**src/rtl/instr_fetch_unit_pkg.sv**
```systemverilog
`default_nettype none
// ============================================================================
// Module      : instr_fetch_unit_pkg
// Description : Shared constants and fetch FSM encoding for the fetch/decode path.
// Revision    : 1.0 - initial release
// ============================================================================
package instr_fetch_unit_pkg;

  localparam int XLEN = 32;

  localparam logic [6:0] OPC_RTYPE  = 7'b0110011;
  localparam logic [6:0] OPC_ITYPE  = 7'b0010011;
  localparam logic [6:0] OPC_LOAD   = 7'b0000011;
  localparam logic [6:0] OPC_STORE  = 7'b0100011;
  localparam logic [6:0] OPC_BRANCH = 7'b1100011;

  localparam logic [XLEN-1:0] NOP_INSN = 32'h0000_0013;

  typedef enum logic [1:0] {
    ST_FETCH = 2'd0,
    ST_WAIT  = 2'd1,
    ST_DROP  = 2'd2,
    ST_HALT  = 2'd3
  } fetch_state_t;

endpackage
`default_nettype wire

```
**src/rtl/instr_fetch_unit_fetch_queue.sv**
```systemverilog
`default_nettype none
// ============================================================================
// Module      : fetch_queue
// Description : Synchronous FIFO with push/pop/flush, occupancy count and flags.
// Revision    : 1.0 - initial release
// ============================================================================
module fetch_queue #(
  parameter  int WIDTH = 64,
  parameter  int DEPTH = 2,
  localparam int AW    = $clog2(DEPTH),
  localparam int CW    = $clog2(DEPTH) + 1
) (
  input  logic             clk,
  input  logic             reset,
  input  logic             push,
  input  logic [WIDTH-1:0] push_data,
  input  logic             pop,
  input  logic             flush,
  output logic [WIDTH-1:0] head,
  output logic [CW-1:0]    count,
  output logic             full,
  output logic             empty
);

  logic [WIDTH-1:0] r_mem [DEPTH];
  logic [AW-1:0]    r_wr_ptr;
  logic [AW-1:0]    r_rd_ptr;
  logic [CW-1:0]    r_count;

  // Storage is not reset; readers qualify the head with empty.
  always_ff @(posedge clk) begin
    if (push) begin
      r_mem[r_wr_ptr] <= push_data;
    end
  end

  always_ff @(posedge clk) begin
    if (reset || flush) begin
      r_wr_ptr <= '0;
      r_rd_ptr <= '0;
      r_count  <= '0;
    end else begin
      if (push) begin
        r_wr_ptr <= r_wr_ptr + AW'(1);
      end
      if (pop) begin
        r_rd_ptr <= r_rd_ptr + AW'(1);
      end
      case ({push, pop})
        2'b10:   r_count <= r_count + CW'(1);
        2'b01:   r_count <= r_count - CW'(1);
        default: r_count <= r_count;
      endcase
    end
  end

  assign head  = r_mem[r_rd_ptr];
  assign count = r_count;
  assign full  = (r_count == CW'(DEPTH));
  assign empty = (r_count == '0);

endmodule
`default_nettype wire

```
**src/rtl/instr_fetch_unit.sv**
```systemverilog
`default_nettype none
// ============================================================================
// Module      : instr_fetch_unit
// Description : PC owner, single-outstanding imem fetcher and 2-entry decode queue.
//               IFETCH_MISALIGN_TRAP_EN adds a sticky misaligned-redirect halt.
// Revision    : 1.0 - initial release
// ============================================================================
module instr_fetch_unit
  import instr_fetch_unit_pkg::*;
#(
  parameter logic [31:0] RESET_PC = 32'h0000_0000,
  parameter int          QDEPTH   = 2
) (
  input  logic        clk,
  input  logic        reset,
  output logic        imem_req_valid,
  input  logic        imem_req_ready,
  output logic [31:0] imem_req_addr,
  input  logic        imem_rsp_valid,
  input  logic [31:0] imem_rsp_data,
  output logic        inst_valid,
  output logic [31:0] inst,
  output logic [31:0] inst_pc,
  input  logic        inst_ready,
  input  logic        redirect_valid,
  input  logic [31:0] redirect_pc
`ifdef IFETCH_MISALIGN_TRAP_EN
  ,
  output logic        fetch_misalign
`endif
);

  localparam int                 c_cnt_w  = $clog2(QDEPTH) + 1;
  localparam logic [c_cnt_w-1:0] c_qdepth = c_cnt_w'(QDEPTH);

  fetch_state_t      r_state, w_state_nxt;
  logic [XLEN-1:0]   r_fetch_pc, w_fetch_pc_nxt;
  logic [XLEN-1:0]   r_req_pc, w_req_pc_nxt;
  logic [XLEN-1:0]   w_redirect_pc;
  logic              w_redirect_trap;
  logic              w_halt_busy;
  logic              w_outstanding;
  logic              w_req_valid;

  logic              w_q_push, w_q_pop, w_q_flush;
  logic [2*XLEN-1:0] w_q_head;
  logic [c_cnt_w-1:0] w_q_count;
  logic              w_q_full, w_q_empty;

`ifdef IFETCH_MISALIGN_TRAP_EN
  logic r_misalign, r_halt_pend;

  assign w_redirect_pc   = redirect_pc;
  assign w_redirect_trap = (redirect_pc[1:0] != 2'b00);
  assign w_halt_busy     = r_halt_pend;

  // A request still in flight when halting must be drained before fetching again.
  always_ff @(posedge clk) begin
    if (reset) begin
      r_misalign  <= 1'b0;
      r_halt_pend <= 1'b0;
    end else if (redirect_valid) begin
      r_misalign  <= w_redirect_trap;
      r_halt_pend <= w_redirect_trap && w_outstanding;
    end else if (r_state == ST_HALT) begin
      r_halt_pend <= r_halt_pend && !imem_rsp_valid;
    end
  end

  assign fetch_misalign = r_misalign;
`else
  assign w_redirect_pc   = {redirect_pc[XLEN-1:2], redirect_pc[1:0] & 2'b00};
  assign w_redirect_trap = 1'b0;
  assign w_halt_busy     = 1'b0;
`endif

  always_ff @(posedge clk) begin
    if (reset) begin
      r_state    <= ST_FETCH;
      r_fetch_pc <= RESET_PC;
      r_req_pc   <= RESET_PC;
    end else begin
      r_state    <= w_state_nxt;
      r_fetch_pc <= w_fetch_pc_nxt;
      r_req_pc   <= w_req_pc_nxt;
    end
  end

  always_comb begin
    w_state_nxt    = r_state;
    w_fetch_pc_nxt = r_fetch_pc;
    w_req_pc_nxt   = r_req_pc;
    w_req_valid    = 1'b0;
    w_q_push       = 1'b0;
    w_q_pop        = 1'b0;
    w_q_flush      = 1'b0;
    // True when a response is still owed to us after this cycle.
    w_outstanding  = ((r_state == ST_WAIT) || (r_state == ST_DROP) ||
                      ((r_state == ST_HALT) && w_halt_busy)) && !imem_rsp_valid;

    if (redirect_valid) begin
      w_q_flush      = 1'b1;
      w_fetch_pc_nxt = w_redirect_pc;
      if (w_redirect_trap) begin
        w_state_nxt = ST_HALT;
      end else if (w_outstanding) begin
        w_state_nxt = ST_DROP;
      end else begin
        w_state_nxt = ST_FETCH;
      end
    end else begin
      w_q_pop = !w_q_empty && inst_ready;
      case (r_state)
        ST_FETCH: begin
          w_req_valid = (w_q_count < c_qdepth);
          if (w_req_valid && imem_req_ready) begin
            w_req_pc_nxt   = r_fetch_pc;
            w_fetch_pc_nxt = r_fetch_pc + 32'd4;
            w_state_nxt    = ST_WAIT;
          end
        end
        ST_WAIT: begin
          if (imem_rsp_valid) begin
            w_q_push    = !w_q_full;
            w_state_nxt = ST_FETCH;
          end
        end
        ST_DROP: begin
          if (imem_rsp_valid) begin
            w_state_nxt = ST_FETCH;
          end
        end
        ST_HALT: begin
          w_state_nxt = ST_HALT;
        end
        default: begin
          w_state_nxt = ST_FETCH;
        end
      endcase
    end
  end

  fetch_queue #(
    .WIDTH (2*XLEN),
    .DEPTH (QDEPTH)
  ) u_fetch_queue (
    .clk       (clk),
    .reset     (reset),
    .push      (w_q_push),
    .push_data ({imem_rsp_data, r_req_pc}),
    .pop       (w_q_pop),
    .flush     (w_q_flush),
    .head      (w_q_head),
    .count     (w_q_count),
    .full      (w_q_full),
    .empty     (w_q_empty)
  );

  assign imem_req_valid = w_req_valid && !reset;
  assign imem_req_addr  = r_fetch_pc;
  assign inst_valid     = !w_q_empty && !reset;
  assign inst           = inst_valid ? w_q_head[2*XLEN-1:XLEN] : '0;
  assign inst_pc        = inst_valid ? w_q_head[XLEN-1:0] : '0;

endmodule
`default_nettype wire
```
**config.mk**
```make
export PLATFORM = sky130hd
export DESIGN_NAME = instr_fetch_unit
export DESIGN_NICKNAME = d
export VERILOG_FILES = /design/src/rtl/instr_fetch_unit_pkg.sv /design/src/rtl/instr_fetch_unit_fetch_queue.sv /design/src/rtl/instr_fetch_unit.sv
export SDC_FILE = /design/constraint.sdc
export NUM_CORES = 1
export LEC_CHECK = 0
export ABC_CLOCK_PERIOD_IN_PS = 6050
export CAP_MARGIN = 25
export CORE_MARGIN = 2
export CORE_UTILIZATION = 63
export DETAILED_ROUTE_END_ITERATION = 8
export DONT_BUFFER_PORTS = 1
export GPL_TIMING_DRIVEN = 0
export PLACE_DENSITY = 0.82
export SLEW_MARGIN = 15
export SYNTH_ARGS = -nofsm -noshare
export SYNTH_HDL_FRONTEND = slang
export SYNTH_HIERARCHICAL = 1
export SYNTH_SLANG_ARGS = --single-unit
export TNS_END_PERCENT = 5
```
**constraint.sdc**
```tcl
create_clock -name clk -period 6.05 [get_ports clk]
set_input_delay 0.9075 -clock clk [delete_from_list [all_inputs] [get_ports clk]]
set_output_delay 0.9075 -clock clk [all_outputs]
set_load 0.03 [all_outputs]
```
### Yosys cells after proc, flatten, opt, wreduce, memory -nomap -nowiden

Memories as Yosys holds them, arrays and structs flattened. A register that Yosys moved wholly into a read port is not among the register bits.
Index checks and enable logic that the tools add are counted.

* add/sub/neg operators: 5
* magnitude comparators: 1
* eq/ne operators: 8
* muxes and demuxes: 22
* bitwise gates (word level): 1
* reduce and logical (&&, ||, !) cells: 22

Operators by type and width (count)
* 2-to-1 mux 32 bit: 5
* adder 32 x 3 -> 32 bit, second input constant: 1
* 2-to-1 mux 1 bit: 11
* == test 2 bit, second input constant: 4
* 2-to-1 mux 2 bit: 4
* case mux 2 bit (3 select lines): 1
* AND reduction 2 bit: 3
* nonzero test 2 bit: 3
* logical AND 1 bit: 5
* == test 2 x 1 -> 1 bit, second input constant: 2
* zero test 1 bit: 4
* zero test 2 bit: 2
* case mux 2 bit (2 select lines): 1
* OR reduction 2 bit: 2
* inequality test 3 x 1 -> 1 bit, second input constant: 1
* inequality test 3 bit, second input constant: 1
* AND reduction 3 bit: 1
* adder 1 bit, second input constant: 2
* adder 2 x 1 -> 2 bit, second input constant: 1
* logical OR 1 bit: 2
* less-than comparator 2 bit, second input constant: 1
* subtractor 2 x 1 -> 2 bit, second input constant: 1
* inverter 1 bit: 1

* flip-flop bits (word level): 70
* bits in writable memories: 128
* bits of input ports: 70
* output and inout bits: 98
* logic and storage cells: 67
* memories: 1

Memories
* u_fetch_queue.r_mem: depth 2, width 64, rd ports 1, clocked after memory_dff 1, wr ports 1, RTL line instr_fetch_unit_fetch_queue.sv:25 `logic [WIDTH-1:0] r_mem [DEPTH];`

### Depth between registers and ports, before layout

Gate-level depths: netlist of run 1.

* word-level depth: 7
* gate-level depth with buffers: 8
* gate-level depth less buffers: 8

### Cells and area by module

Netlist of run 1, hierarchy kept.

Modules (own cells, without submodules)
* fetch_queue: instances 1, cells an instance 221, area each 4812.1 µm², sequential area each 3943.8 µm²
* instr_fetch_unit: instances 1, cells an instance 468, area each 3494.6 µm², sequential area each 1241.2 µm²

### Worst setup path after synthesis of run 1

Ideal clock, no wire load.

* path kind: input to register
* from: input redirect_valid
* to: memory u_fetch_queue.r_mem[0][0], enable pin
* setup time: 0.486 ns
* arrival time: 4.533 ns
* data required time: 5.564 ns
* path slack: 1.031 ns
* stages: 5
* path buffers: 2
* cell sequence: clkbuf_1 -> clkbuf_1 -> nor4bb_1 -> inv_1 -> nor2_1

* word-level cells in the longest chain between the ends: 3

Ends and longest elaborated chain
* start, declared: RTL line instr_fetch_unit.sv:25 `input logic redirect_valid,`
* 2-to-1 mux 1 bit: RTL line instr_fetch_unit.sv:101 `if (redirect_valid) begin`
* net w_q_push: RTL line instr_fetch_unit.sv:45 `logic w_q_push, w_q_pop, w_q_flush;`
* 2-to-1 mux 1 bit: RTL line instr_fetch_unit_fetch_queue.sv:32 `if (push) begin`
* 2-to-1 mux 1 bit (not written as such): RTL line instr_fetch_unit_fetch_queue.sv:33 `r_mem[r_wr_ptr] <= push_data;`
* end, declared: RTL line instr_fetch_unit_fetch_queue.sv:25

The timed path passes the listed nets, and every way through them passes these cells.

### Worst setup path after layout of run 1

* from: input redirect_valid
* to: output imem_req_valid

* word-level cells in the longest chain between the ends: 2

Ends and longest elaborated chain
* 2-to-1 mux 1 bit: RTL line instr_fetch_unit.sv:101
* logical AND 1 bit: RTL line instr_fetch_unit.sv:159 `assign imem_req_valid = w_req_valid && !reset;`
* end, declared: RTL line instr_fetch_unit.sv:16 `output logic imem_req_valid,`

Every way passes these cells.

==> flow_metrics.tcl, run 1 <==
set metrics [dict create \
    status "finished clean" \
    synth-edff-count 128 \
    required_ps 5140 \
    grt_pass1_wl_mm 28.6 \
    drt_pass1_iterations 5 \
    fill_cells 911 \
    min-delay-path-class "reg2reg" \
    crit_chain "clkbuf_1, clkbuf_1, nor2_1, and3_1" \
    slew-limit-headroom 0.507 \
    p_leak_nw 3.11 \
    clockRootBuffer "clkbuf_16" \
    ir_drop_v 0.000156 \
    path_common_cell "clkbuf_1" \
    pwr-share-clk 0.382 \
    period_minus_slack_ps 3320 \
    cp_top_family "buffers and inverters" \
    synth-async-reset-ratio 0 \
    swShare 0.231 \
    totalWireLength_mm 18.1 \
    rsz0062_at_grt "no" \
    wl_per_cell_um 20.0 \
    synth_area_mm2 0.00831 \
    whs_path_depth 0 \
    hold_path.startpoint "r_req_pc[16]" \
    fp.dieW_um 119 \
    post-place-ws_ps 2710 \
    finalHoldViolCount 0 \
    path_clk_slew_ps 70 \
    synth_seq_cells 195 \
    max_slew.worst_pin.slew_ps 734 \
    tritoncts "yes" \
    synthTopCellsByArea "edfxtp_1 46%, dfxtp_1 16%, mux2_2 8.7%" \
    worst-path-max-fanout 10 \
    final_area_mm2 0.00916 \
    intPower_w 0.00202 \
    dpl_cell_area_mm2 0.00863 \
    seq_power_share 0.576 \
    crit_path_end_kind "output pin" \
    ys_types 55 \
    die_h_um 119 \
    maxCapViolations 0 \
    rr_startpoint "imem_req_addr[2]" \
    coreArea_mm2 0.0127 \
    regToRegEndpoint "imem_req_addr[24]" \
    numClockSinks 195 \
    ys_seq_area_frac 0.624 \
    p_sw_w 0.000605 \
    drv_slew 0 \
    fin_nets 793 \
    area_growth_pct 10.3 \
    rows 41 \
    critical_path.slowest_cell "clkbuf_1" \
    antenna_cells 0 \
    cts_resized 0 \
    drc_errors 0 \
    h-tree-depth 4 \
    finClkSkew_ps 7.98 \
    critPathMaxStageDelay_ps 480 \
    clockBufferDepth 2 \
    first_iter_violations 520 \
    whs_endpoint "u_fetch_queue/r_mem[0][16]" \
    io_pins 168 \
    ys.warnings.count 6 \
    dieArea_mm2 0.0141 \
    crit_arrival_ps 2410 \
    syn_inst 689 \
    post-cts-setup-buffers 0 \
    reg2reg_slack_ps 3270 \
    worst_setup_path_start_kind "primary input" \
    antenna_found_initial 0 \
    powerDensity_mw_per_mm2 287 \
    overflow 0 \
    numCtsBuffers 17 \
    setup_viol 0 \
    grt_pass1_vias 5436 \
    ys.flop_type "edfxtp_1" \
    drtAntennaViolNets 0 \
    power_frac_comb 0.042 \
    avgSynthCellArea_um2 12.1 \
    place_hpwl_mm 12.8 \
    ff2ff_path_depth 6 \
    io_buffers 0 \
    layout-drive-gt1-share 0.168 \
    start_util 0.653 \
    insertion_delay_ps 420 \
    path_class "in2out" \
    final_util 0.720 \
    vias 5454 \
    finalCritPeriodShare 0.548 \
    synth_largest_area_cell "edfxtp_1" \
    grt_max_degree 35 \
    path_buf_inv 2 \
    clock.fmax_mhz 301 \
    routed_via_density 6.04 \
    setup_slack_ps 2730 \
    cts_hold_buffers 0 \
    grtUsageTotal 0.261 \
    gp_congestion 0.903 \
    synth_top_area_share 0.463 \
]
[per-stage QoR]
step,setup TNS [ps],hold slack [ps],instances,total power (W)
2_1_floorplan,0,425,694,0.00161
3_3_place_gp,-37660,433,866,0.00164
3_5_place_dp,0,438,871,0.00165
4_1_cts,0,453,903,0.00264
5_1_grt,0,467,903,0.00270
6_report,0,454,903,0.00262
[cell usage in the layout (no fill, tap or decap), types with 10 or more instances in the layout]
| master | instances |
|---|---|
| nor2_1 | 29 |
| a21oi_1 | 39 |
| buf_2 | 10 |
| clkbuf_1 | 31 |
| and2_1 | 66 |
| clkbuf_16 | 17 |
| mux2_2 | 64 |
| nand2_1 | 80 |
| nand3_1 | 10 |
| nor3_1 | 11 |
| a311oi_1 | 11 |
| inv_1 | 15 |
| dfxtp_1 | 67 |
| a211oi_1 | 10 |
| nand4_1 | 12 |
| edfxtp_1 | 128 |
[routing by layer]
metal,global-route usage,vias up,part of all wire
li1,-,2563,-
met1,0.327,2597,0.40
met2,0.427,262,0.48
met3,0.0833,32,0.10
met4,0.0938,0,0.017
met5,0,-,0
[flip-flops by register name, summed over array words and instances, names as in the netlist, named ones only]
signal	count
r_state	2
u_fetch_queue/r_rd_ptr	1
u_fetch_queue/count	2
u_fetch_queue/r_mem	128
imem_req_addr	30
r_req_pc	30
u_fetch_queue/r_wr_ptr	1
[cell type report]
type                       instances  area [µm²]  area share
sequential                       195        5180       0.566
timing repair buffer               5        72.6     0.00792
tap                              172         215      0.0235
clock inverter                    12        83.8     0.00915
multi-input combinational        437        2910       0.317
buffer                            46         191      0.0209
clock buffer                      20         447      0.0488
inverter                          16        60.1     0.00656
[power by group through the flow]
stage | Sequential, W | Combinational (W) | Clock, W
global route | 0.00151 | 0.000122 | 0.00107
global placement | 0.00154 | 0.000102 | 0
detailed placement | 0.00154 | 0.000108 | 0
finish | 0.00151 | 0.000110 | 0.00100
floorplan | 0.00152 | 0.0000827 | 0
CTS | 0.00151 | 0.000109 | 0.00102
[worst reg2reg max path, cell delays in order (launching register included)]
cell,delay (ps)
dfxtp_1,680
ha_1,340
nand4_1,180
or4_1,540
buf_2,210
or3_1,380
a2111oi_1,330
[synth_stat cells, types with 2 or more instances]
cell,n
clkbuf_1,29
a21oi_1,39
nor3_1,11
or2_2,2
o21ai_0,9
nand3_1,10
dfxtp_1,67
nor4b_1,3
o211ai_1,2
nor3b_1,6
ha_1,5
a221oi_1,2
mux2_2,64
nor4_1,10
or4_1,4
or3_2,2
nand2_1,80
xor2_1,3
and2_1,67
nand2b_1,2
nor2_1,30
a2111oi_0,2
o31ai_1,5
buf_4,2
nand4_1,12
or3_1,6
a211oi_1,10
xnor2_1,8
inv_1,15
and3_1,2
nor2b_1,2
and4_1,4
buf_1,6
a311oi_1,11
o311ai_0,2
buf_2,9
edfxtp_1,128
[worst max-delay path by stage]
stage | from | slack [ps] | cells past startpoint | endpoint
final | redirect_valid | 2730 | 4 | imem_req_valid
after global routing | u_fetch_queue/count[1] | 2610 | 5 | inst_pc[3]
after CTS | u_fetch_queue/count[1] | 2710 | 5 | inst_pc[3]
after floorplan | redirect_valid | 1030 | 5 | u_fetch_queue/r_mem[0][0]
after detailed placement | redirect_valid | 2710 | 7 | u_fetch_queue/count[1]
after global placement | redirect_valid | -590 | 5 | u_fetch_queue/r_mem[0][20]
[kinds of logic (layout without fill, tap and decap cells)]
kind of cell,Yosys count,count (layout),synth area share
adders and majority gates,5,5,0.00753
muxes,65,65,0.0880
buffers and inverters,62,99,0.0303
other,1,6,0.000451
and+or+nand+nor,260,260,0.167
DFF,195,195,0.624
AOI/OAI and AO/OA,90,90,0.0706
xor gates and xnor gates,11,11,0.0116
(Power assumes the default switching activity.)
==> run 2, diff against run 1 <==
--- a/config.mk
+++ b/config.mk
@@ -5,7 +5,7 @@
 export SDC_FILE = /design/constraint.sdc
 export NUM_CORES = 1
 export LEC_CHECK = 0
-export ABC_CLOCK_PERIOD_IN_PS = 6050
+export ABC_CLOCK_PERIOD_IN_PS = 3120
 export CAP_MARGIN = 25
 export CORE_MARGIN = 2
 export CORE_UTILIZATION = 63
==> constraint.sdc (replaced) <==
create_clock -name clk -period 3.12 [get_ports clk]
set_input_delay 0.468 -clock clk [delete_from_list [all_inputs] [get_ports clk]]
set_output_delay 0.468 -clock clk [all_outputs]
set_load 0.03 [all_outputs]
==> flow_metrics.tcl, run 2 (synthesized netlist as in run 1, its figures left out) <==
set metrics [dict create \
    start_util 0.653 \
    fp.dieW_um 119 \
    p_leak_nw 3.14 \
    insertion_delay_ps 430 \
    regToRegEndpoint "imem_req_addr[24]" \
    setup_viol 0 \
    ff2ff_path_depth 6 \
    routed_via_density 6.07 \
    io_buffers 0 \
    largest_register_ffs 128 \
    grtUsageTotal 0.263 \
    path_class "reg2out" \
    die_h_um 119 \
    clockBufferDepth 2 \
    drtAntennaViolNets 0 \
    rr_startpoint "imem_req_addr[2]" \
    rows 41 \
    path_clk_slew_ps 70 \
    area_growth_pct 10.9 \
    fin_nets 792 \
    period_minus_slack_ps 2890 \
    dieArea_mm2 0.0141 \
    layout-drive-gt1-share 0.167 \
    crit_chain "nor2_1, nor2_1, clkbuf_1, clkbuf_1, and2_1" \
    ir_drop_v 0.000371 \
    cts_hold_buffers 0 \
    clock.fmax_mhz 346 \
    status "finished clean" \
    coreArea_mm2 0.0127 \
    reg2reg_slack_ps 350 \
    max_slew.worst_pin.slew_ps 911 \
    gp_congestion 0.888 \
    crit_start "u_fetch_queue/count[1]" \
    drt_pass1_iterations 5 \
    finalHoldViolCount 0 \
    wl_per_cell_um 20.2 \
    drv_slew 0 \
    grt_pass1_wl_mm 28.8 \
    first_iter_violations 484 \
    whs_ps 107 \
    antenna_found_initial 0 \
    totalWireLength_mm 18.2 \
    finClkSkew_ps 13.6 \
    tritoncts "yes" \
    crit_path_end_kind "output pin" \
    post-cts-setup-buffers 0 \
    critPathMaxStageDelay_ps 500 \
    place_hpwl_mm 12.9 \
    drc_errors 0 \
    final_cell_mix "128 x edfxtp_1, 80 x nand2_1, 67 x dfxtp_1" \
    power_w 0.00525 \
    vias 5477 \
    antenna_cells 0 \
    worst_setup_path_start_kind "flop" \
    finalCritPeriodShare 0.925 \
    slew-limit-headroom 0.388 \
    critPathCapture "inst_pc[3]" \
    numCtsBuffers 17 \
    crit_arrival_ps 2420 \
    io_pins 168 \
    grt_max_degree 55 \
    regMostFlops "u_fetch_queue/r_mem" \
    h-tree-depth 4 \
    required_ps 2650 \
    grt_pass1_vias 5464 \
    maxCapViolations 0 \
    worst-path-max-fanout 10 \
    cts_resized 0 \
    layout_commonest_cell "edfxtp_1" \
    critical_path.slowest_cell "clkbuf_1" \
    min-delay-path-class "in2reg" \
    numClockSinks 195 \
    clockRootBuffer "clkbuf_16" \
    rsz0062_at_grt "no" \
    powerDensity_mw_per_mm2 570 \
    overflow 0 \
]
-- run 2: cell count changes in the layout (fill, tap and decap cells not counted), sizes merged --
cell,previous run,this run
clkbuf,49,51
buf,22,20
bufinv,0,1
clkdlybuf4s18,0,1
inv,18,20
clkinvlp,1,0
clkinv,9,5
-- run 2: worst min path at each step --
stage	from	to	slack, ps	cells past startpoint
after global routing	reset	u_fetch_queue/count[0]	80	1
after floorplan	r_req_pc[10]	u_fetch_queue/r_mem[0][10]	430	0
final	reset	u_fetch_queue/count[0]	110	1
after CTS	reset	u_fetch_queue/count[0]	90	1
after global placement	r_req_pc[21]	u_fetch_queue/r_mem[0][21]	430	0
after detailed placement	r_req_pc[19]	u_fetch_queue/r_mem[0][19]	450	0
-- run 2: cell type report --
| type | instances | area, µm² |
|---|---|---|
| multi-input cells | 437 | 2910 |
| fillers | 869 | 3510 |
| repair buffers | 4 | 77.6 |
| plain buffers | 46 | 191 |
| clock inverters | 10 | 93.8 |
| inverters | 16 | 60.1 |
| well taps | 172 | 215 |
| flip-flops and latches | 195 | 5180 |
| clock buffers | 22 | 485 |
-- run 2: report_power, final --
| group | internal [W] | switching [W] |
|---|---|---|
| Combinational | 0.0000761 | 0.000139 |
| Clock | 0.00120 | 0.000909 |
| Sequential | 0.00280 | 0.000131 |
| Total | 0.00407 | 0.00118 |
-- run 2: routing by layer --
metal | up-vias | share of wire | routed length (µm) | global-route usage
met4 | 0 | 0.014 | 261 | 0.0908
met3 | 26 | 0.098 | 1790 | 0.0943
met2 | 265 | 0.49 | 8900 | 0.424
met5 | - | 0 | 0 | 0
li1 | 2556 | - | - | -
met1 | 2630 | 0.40 | 7280 | 0.330
-- run 2: stage by stage --
step                      setup TNS, ps  utilization  instances  cell area, µm²  setup WS (ps)
after floorplan                  -12210            -        694            8330           -191
after global placement          -105790        0.672        866            8550          -1200
after detailed placement              0        0.679        870            8630            162
after CTS                             0        0.724        902            9210            229
after global routing                  0        0.724        902            9210           16.2
final                                 0        0.724        902            9210            233
-- run 2: worst max-delay path: cells and delay by family, from the launching register on --
family                 cells  cell delay [ps]
buffers and inverters      2              860
and+or+nand+nor            3              660
DFF                        1              460
